<file path="config.mk">
export PLATFORM = sky130hd
export DESIGN_NAME = id_ex_stage
export DESIGN_NICKNAME = d
export VERILOG_FILES = /design/src/rtl/pipeline_pkg.sv /design/src/rtl/bypass_mux.sv /design/src/rtl/id_ex_stage.sv
export SDC_FILE = /design/constraint.sdc
export NUM_CORES = 1
export LEC_CHECK = 0
export CORE_MARGIN = 3
export CORE_UTILIZATION = 40
export CTS_BUF_LIST = sky130_fd_sc_hd__clkbuf_4 sky130_fd_sc_hd__clkbuf_8
export CTS_CLUSTER_DIAMETER = 40
export CTS_CLUSTER_SIZE = 30
export DETAILED_ROUTE_END_ITERATION = 8
export HOLD_SLACK_MARGIN = 0.02
export MAX_ROUTING_LAYER = met4
export PLACE_DENSITY = 0.81
export SETUP_SLACK_MARGIN = 0.3
export SYNTH_ARGS = -nofsm -noshare
export SYNTH_HDL_FRONTEND = slang
export SYNTH_HIERARCHICAL = 1
export SYNTH_SLANG_ARGS = --single-unit
</file>
<file path="constraint.sdc">
create_clock -name clk -period 5.84 [get_ports clk]
set_input_delay 1.168 -clock clk [delete_from_list [all_inputs] [get_ports clk]]
set_output_delay 1.168 -clock clk [all_outputs]
set_load 0.005 [all_outputs]
</file>
<file path="src/rtl/pipeline_pkg.sv">
// pipeline_pkg: shared pipeline widths and bubble constants
package pipeline_pkg;
  localparam int DATA_W = 32;
  localparam int ADDR_W = 5;
  localparam int CTRL_W = 8;
  localparam logic [ADDR_W-1:0] REG_ZERO = 5'd0;
  localparam logic [CTRL_W-1:0] CTRL_NOP = '0;
endpackage

</file>
<file path="src/rtl/bypass_mux.sv">
// bypass_mux: forwards writeback data onto a read port, never for register 0
module bypass_mux
  import pipeline_pkg::*;
#(
  parameter int DW = 32,
  parameter int AW = 5
) (
  input  logic          we,
  input  logic [AW-1:0] waddr,
  input  logic [DW-1:0] wdata,
  input  logic [AW-1:0] raddr,
  input  logic [DW-1:0] rdata,
  output logic [DW-1:0] data
);
  assign data = (we && waddr != AW'(REG_ZERO) && waddr == raddr) ? wdata : rdata;
endmodule

</file>
<file path="src/rtl/id_ex_stage.sv">
// id_ex_stage: ID/EX pipeline register with writeback bypass, stall/flush and stall counter
module id_ex_stage #(
  parameter int DATA_W = pipeline_pkg::DATA_W,
  parameter int ADDR_W = pipeline_pkg::ADDR_W,
  parameter int CTRL_W = pipeline_pkg::CTRL_W,
  parameter int CNT_W  = 16
) (
  input  logic              clk,
  input  logic              rst,
  input  logic              stall,
  input  logic              flush,
  input  logic              in_valid,
  input  logic [ADDR_W-1:0] in_rs,
  input  logic [ADDR_W-1:0] in_rt,
  input  logic [ADDR_W-1:0] in_rd,
  input  logic [DATA_W-1:0] rdata_A,
  input  logic [DATA_W-1:0] rdata_B,
  input  logic [DATA_W-1:0] in_imm,
  input  logic [DATA_W-1:0] in_pc,
  input  logic [CTRL_W-1:0] in_ctrl,
  input  logic              wb_we,
  input  logic [ADDR_W-1:0] wb_addr,
  input  logic [DATA_W-1:0] wb_data,
  output logic              ex_valid,
  output logic [DATA_W-1:0] ex_A,
  output logic [DATA_W-1:0] ex_B,
  output logic [DATA_W-1:0] ex_imm,
  output logic [DATA_W-1:0] ex_pc,
  output logic [ADDR_W-1:0] ex_rs,
  output logic [ADDR_W-1:0] ex_rt,
  output logic [ADDR_W-1:0] ex_rd,
  output logic [CTRL_W-1:0] ex_ctrl,
  output logic [CNT_W-1:0]  stall_cnt
);
  import pipeline_pkg::*;
  logic [DATA_W-1:0] ld_a, ld_b, hd_a, hd_b;
  bypass_mux #(.DW(DATA_W), .AW(ADDR_W)) u_ld_a (.we(wb_we), .waddr(wb_addr), .wdata(wb_data), .raddr(in_rs), .rdata(rdata_A), .data(ld_a));
  bypass_mux #(.DW(DATA_W), .AW(ADDR_W)) u_ld_b (.we(wb_we), .waddr(wb_addr), .wdata(wb_data), .raddr(in_rt), .rdata(rdata_B), .data(ld_b));
  bypass_mux #(.DW(DATA_W), .AW(ADDR_W)) u_hd_a (.we(wb_we), .waddr(wb_addr), .wdata(wb_data), .raddr(ex_rs), .rdata(ex_A), .data(hd_a));
  bypass_mux #(.DW(DATA_W), .AW(ADDR_W)) u_hd_b (.we(wb_we), .waddr(wb_addr), .wdata(wb_data), .raddr(ex_rt), .rdata(ex_B), .data(hd_b));
  always_ff @(posedge clk or posedge rst) begin
    if (rst) begin
      ex_valid  <= 1'b0;
      ex_A      <= '0;
      ex_B      <= '0;
      ex_imm    <= '0;
      ex_pc     <= '0;
      ex_rs     <= '0;
      ex_rt     <= '0;
      ex_rd     <= '0;
      ex_ctrl   <= '0;
      stall_cnt <= '0;
    end else if (flush) begin
      ex_valid <= 1'b0;
      ex_A     <= '0;
      ex_B     <= '0;
      ex_imm   <= '0;
      ex_pc    <= '0;
      ex_rs    <= '0;
      ex_rt    <= '0;
      ex_rd    <= '0;
      ex_ctrl  <= CTRL_W'(CTRL_NOP);
    end else if (stall) begin
      ex_A <= hd_a;
      ex_B <= hd_b;
      if (ex_valid && stall_cnt != '1) stall_cnt <= stall_cnt + CNT_W'(1);
    end else begin
      ex_valid <= in_valid;
      ex_A     <= ld_a;
      ex_B     <= ld_b;
      ex_imm   <= in_imm;
      ex_pc    <= in_pc;
      ex_rs    <= in_rs;
      ex_rt    <= in_rt;
      ex_rd    <= in_valid ? in_rd : ADDR_W'(REG_ZERO);
      ex_ctrl  <= in_valid ? in_ctrl : CTRL_W'(CTRL_NOP);
    end
  end
endmodule

</file>
==> run metrics <==
status=completed; Max-slew headroom=0.3630; largest net degree at the start of global routing=158; # DRC=0; Clock power frac=0.315; Worst-Margin Slew=0.9556 ns; post-layout util=0.6009; Mapped Area=9198 um^2; Die W=between 150 and 200 um; die span in y=approximately 160 um; Net Count, Synth=~940; final wirelength=26770 um; crit-path cells=clkdlybuf4s50_1 -> xnor2_1 -> nand3_1 -> a211oi_4 -> buf_4 -> mux2_4 -> mux2i_1 -> nor2_1; slowest library cell on the worst path=clkdlybuf4s50_1; Post-Synthesis Cells=between 700 and 800; combinational fraction of design power=0.223; Routability Congestion=0.8179; Area growth syn-to-layout=45.23%; Initial Utilization=0.4138; post-synth top area share=0.4571; Max Cap Viol=0; Period Utilization, post-route=0.5696; Pint=0.002016 W; hold_buf cts=0; clk sinks=roughly 170; Post-DP Area=about 13000 um^2; worst skew pair latency=between 0.4 and 0.5 ns; total CTS buffers=17; Seq/Total Area, Yosys=0.4571; CP Data Required Time=6.13 ns; first-pass GRT wire length=between 40000 and 50000 um; Tot GR Track Use=0.2165; most common cell after layout, fill and taps aside=clkdlybuf4s50_1; layout cells sized above 1=0.1670; CP Class=in2reg; Seq pwr share=0.462; final net count=about 1300; row count=54; CP endpoint kind=register; # IOs=between 300 and 400; final setup fails=0; post-CTS setup buffer count=0; drt first pass iters=4; unrepaired setup endpoints after global routing=no; Die Area=24850 um^2; post-route ant nets=0; Arrival @ worst endpoint=about 3.6 ns; Net Sw Frac=0.2766; CP Buf/Inv Count=2; vias in the first global route=7414; Yosys warnings=6; Final WS setup=2.514 ns; Tot Pwr=0.002786 W; Leak=6.085 nW; Reg clk slew, reported paths=0.10 ns; Worst Hold Class=reg2reg; Core ar.=22230 um^2; Clock Path Buffers=2; I/O Buffers=361; Initial DRC Count=375; DP HPWL=18580 um; via count=7027; initial antenna violation count=0; fill cell count=1791; critical path peak fanout=32; drt wl/cell=19.46 um; Final Hold Fails=0; DR vias/cell=5.107; CTS tree=built; Worst setup SP type=input pin; post-cts resize count=0; worst clock skew=0.01428 ns; Cell Pwr Density=208.6 nW/um^2; Congestion Overflow GR=0; max incr delay on CP=0.73 ns; minimum clock period after layout=3.327 ns; Yosys top cell by area=dfrtp_1; Ant. Diodes=0; maximum clock rate=300.6 MHz; CP delay by family, top=buffers and inverters; maximum vdd drop=~170 uV; clk root buf=clkbuf_8; Psw=between 0.0007 and 0.0008 W; most frequent cells in the layout=clkdlybuf4s50_1, dfrtp_1, nor2_1; Mean Syn Cell Area=approximately 12 um^2; count of cell types in the netlist=32; register bit count reported by yosys=between 150 and 200; design area=between 10000 and 15000 um^2; post-route setup TNS=0 ns; worst slack, placed=around 2 ns; CTS H-Tree Depth=4; Synth area leaders=dfrtp_1, mux2_4, mux2i_1; Slew Viols, Final=0
## power groups by stage
stage	clock, W	sequential [W]	combinational, W
final	0.000878	0.00129	0.000621
after global routing	0.000958	0.00130	0.000672
after floorplan	0	0.00131	0.000271
after global placement	0	0.00131	0.000616
after CTS	0.000910	0.00129	0.000630
after detailed placement	0	0.00131	0.000626
## metal layers
layer,share of wire,global-route usage
met1,0.41,0.2611
met5,0,-
met2,0.49,0.3548
met4,0.015,0.05496
met3,0.085,0.06807
## kinds of logic (layout without fill, tap and decap cells)
group / after synthesis / after routing / share of synthesized area
multiplexers: 267 / 267 / 0.3571
XOR/XNOR: 31 / 31 / 0.02952
AND/OR/NAND/NOR: 204 / 204 / 0.09455
AO/OA/AOI/OAI: 23 / 23 / 0.02762
flip-flops: 168 / 168 / 0.4571
buffers and inverters: 49 / 402 / 0.03278
adder cells (fa/ha/maj): 1 / 1 / 0.001360
## flip-flops by register name (all words and copies together), names as in the netlist
register / count
ex_B: 32
ex_rs: 5
ex_imm: 32
stall_cnt: 16
ex_valid: 1
ex_pc: 32
ex_A: 32
ex_ctrl: 8
ex_rd: 5
ex_rt: 5
## cell usage after synthesis
library cell  instances
buf_6                13
nor2b_1               1
nor4b_4               1
nand3b_4              1
o41ai_2               4
xor2_1               14
and3_1                1
mux2i_1             138
mux2_2                9
a22oi_1              12
o2111ai_1             1
and4_1                1
nand2_1              12
buf_1                 1
nor2_1              161
inv_1                 1
a211oi_4              4
dfrtp_1             168
nor3_1                5
nand4_1               4
buf_2                16
nor3b_1               1
or4_4                 1
nor4b_1               1
xnor2_1              17
ha_1                  1
nand3_1              10
and3b_1               1
clkbuf_1             18
nor4_1                3
a21oi_1               2
mux2_4              120
## area by class of cell
type / instances / area, um^2 / area share
inverter: 1 / 7.507 / 0.0005620
timing repair buffer: 370 / 3707 / 0.2775
tap: 280 / 350.3 / 0.02623
multi-input combinational: 526 / 4692 / 0.3513
clock buffer: 17 / 234.0 / 0.01752
clock inverter: 14 / 162.7 / 0.01218
sequential: 168 / 4204 / 0.3147
## stage by stage
stage          instances  hold WS, ns
2_1_floorplan        743       0.4847
3_3_place_gp        1345       0.4969
3_5_place_dp        1345       0.5069
4_1_cts             1376       0.5269
5_1_grt             1376       0.5420
6_report            1376       0.5177
## worst paths after layout
path / from / end / slack [ns] / cells past startpoint
max: wb_addr[0] / ex_A[26] / 2.51 / 8
min: stall_cnt[15] / stall_cnt[15] / 0.52 / 1
max reg2reg: ex_rt[3] / ex_B[15] / 3.50 / 7
min reg2reg: stall_cnt[15] / stall_cnt[15] / 0.52 / 1
max in group asynchronous: rst / ex_B[8] / 3.70 / 3
min in group asynchronous: rst / ex_imm[21] / 1.01 / 2
Note: power is estimated with default switching activity, not from simulation.
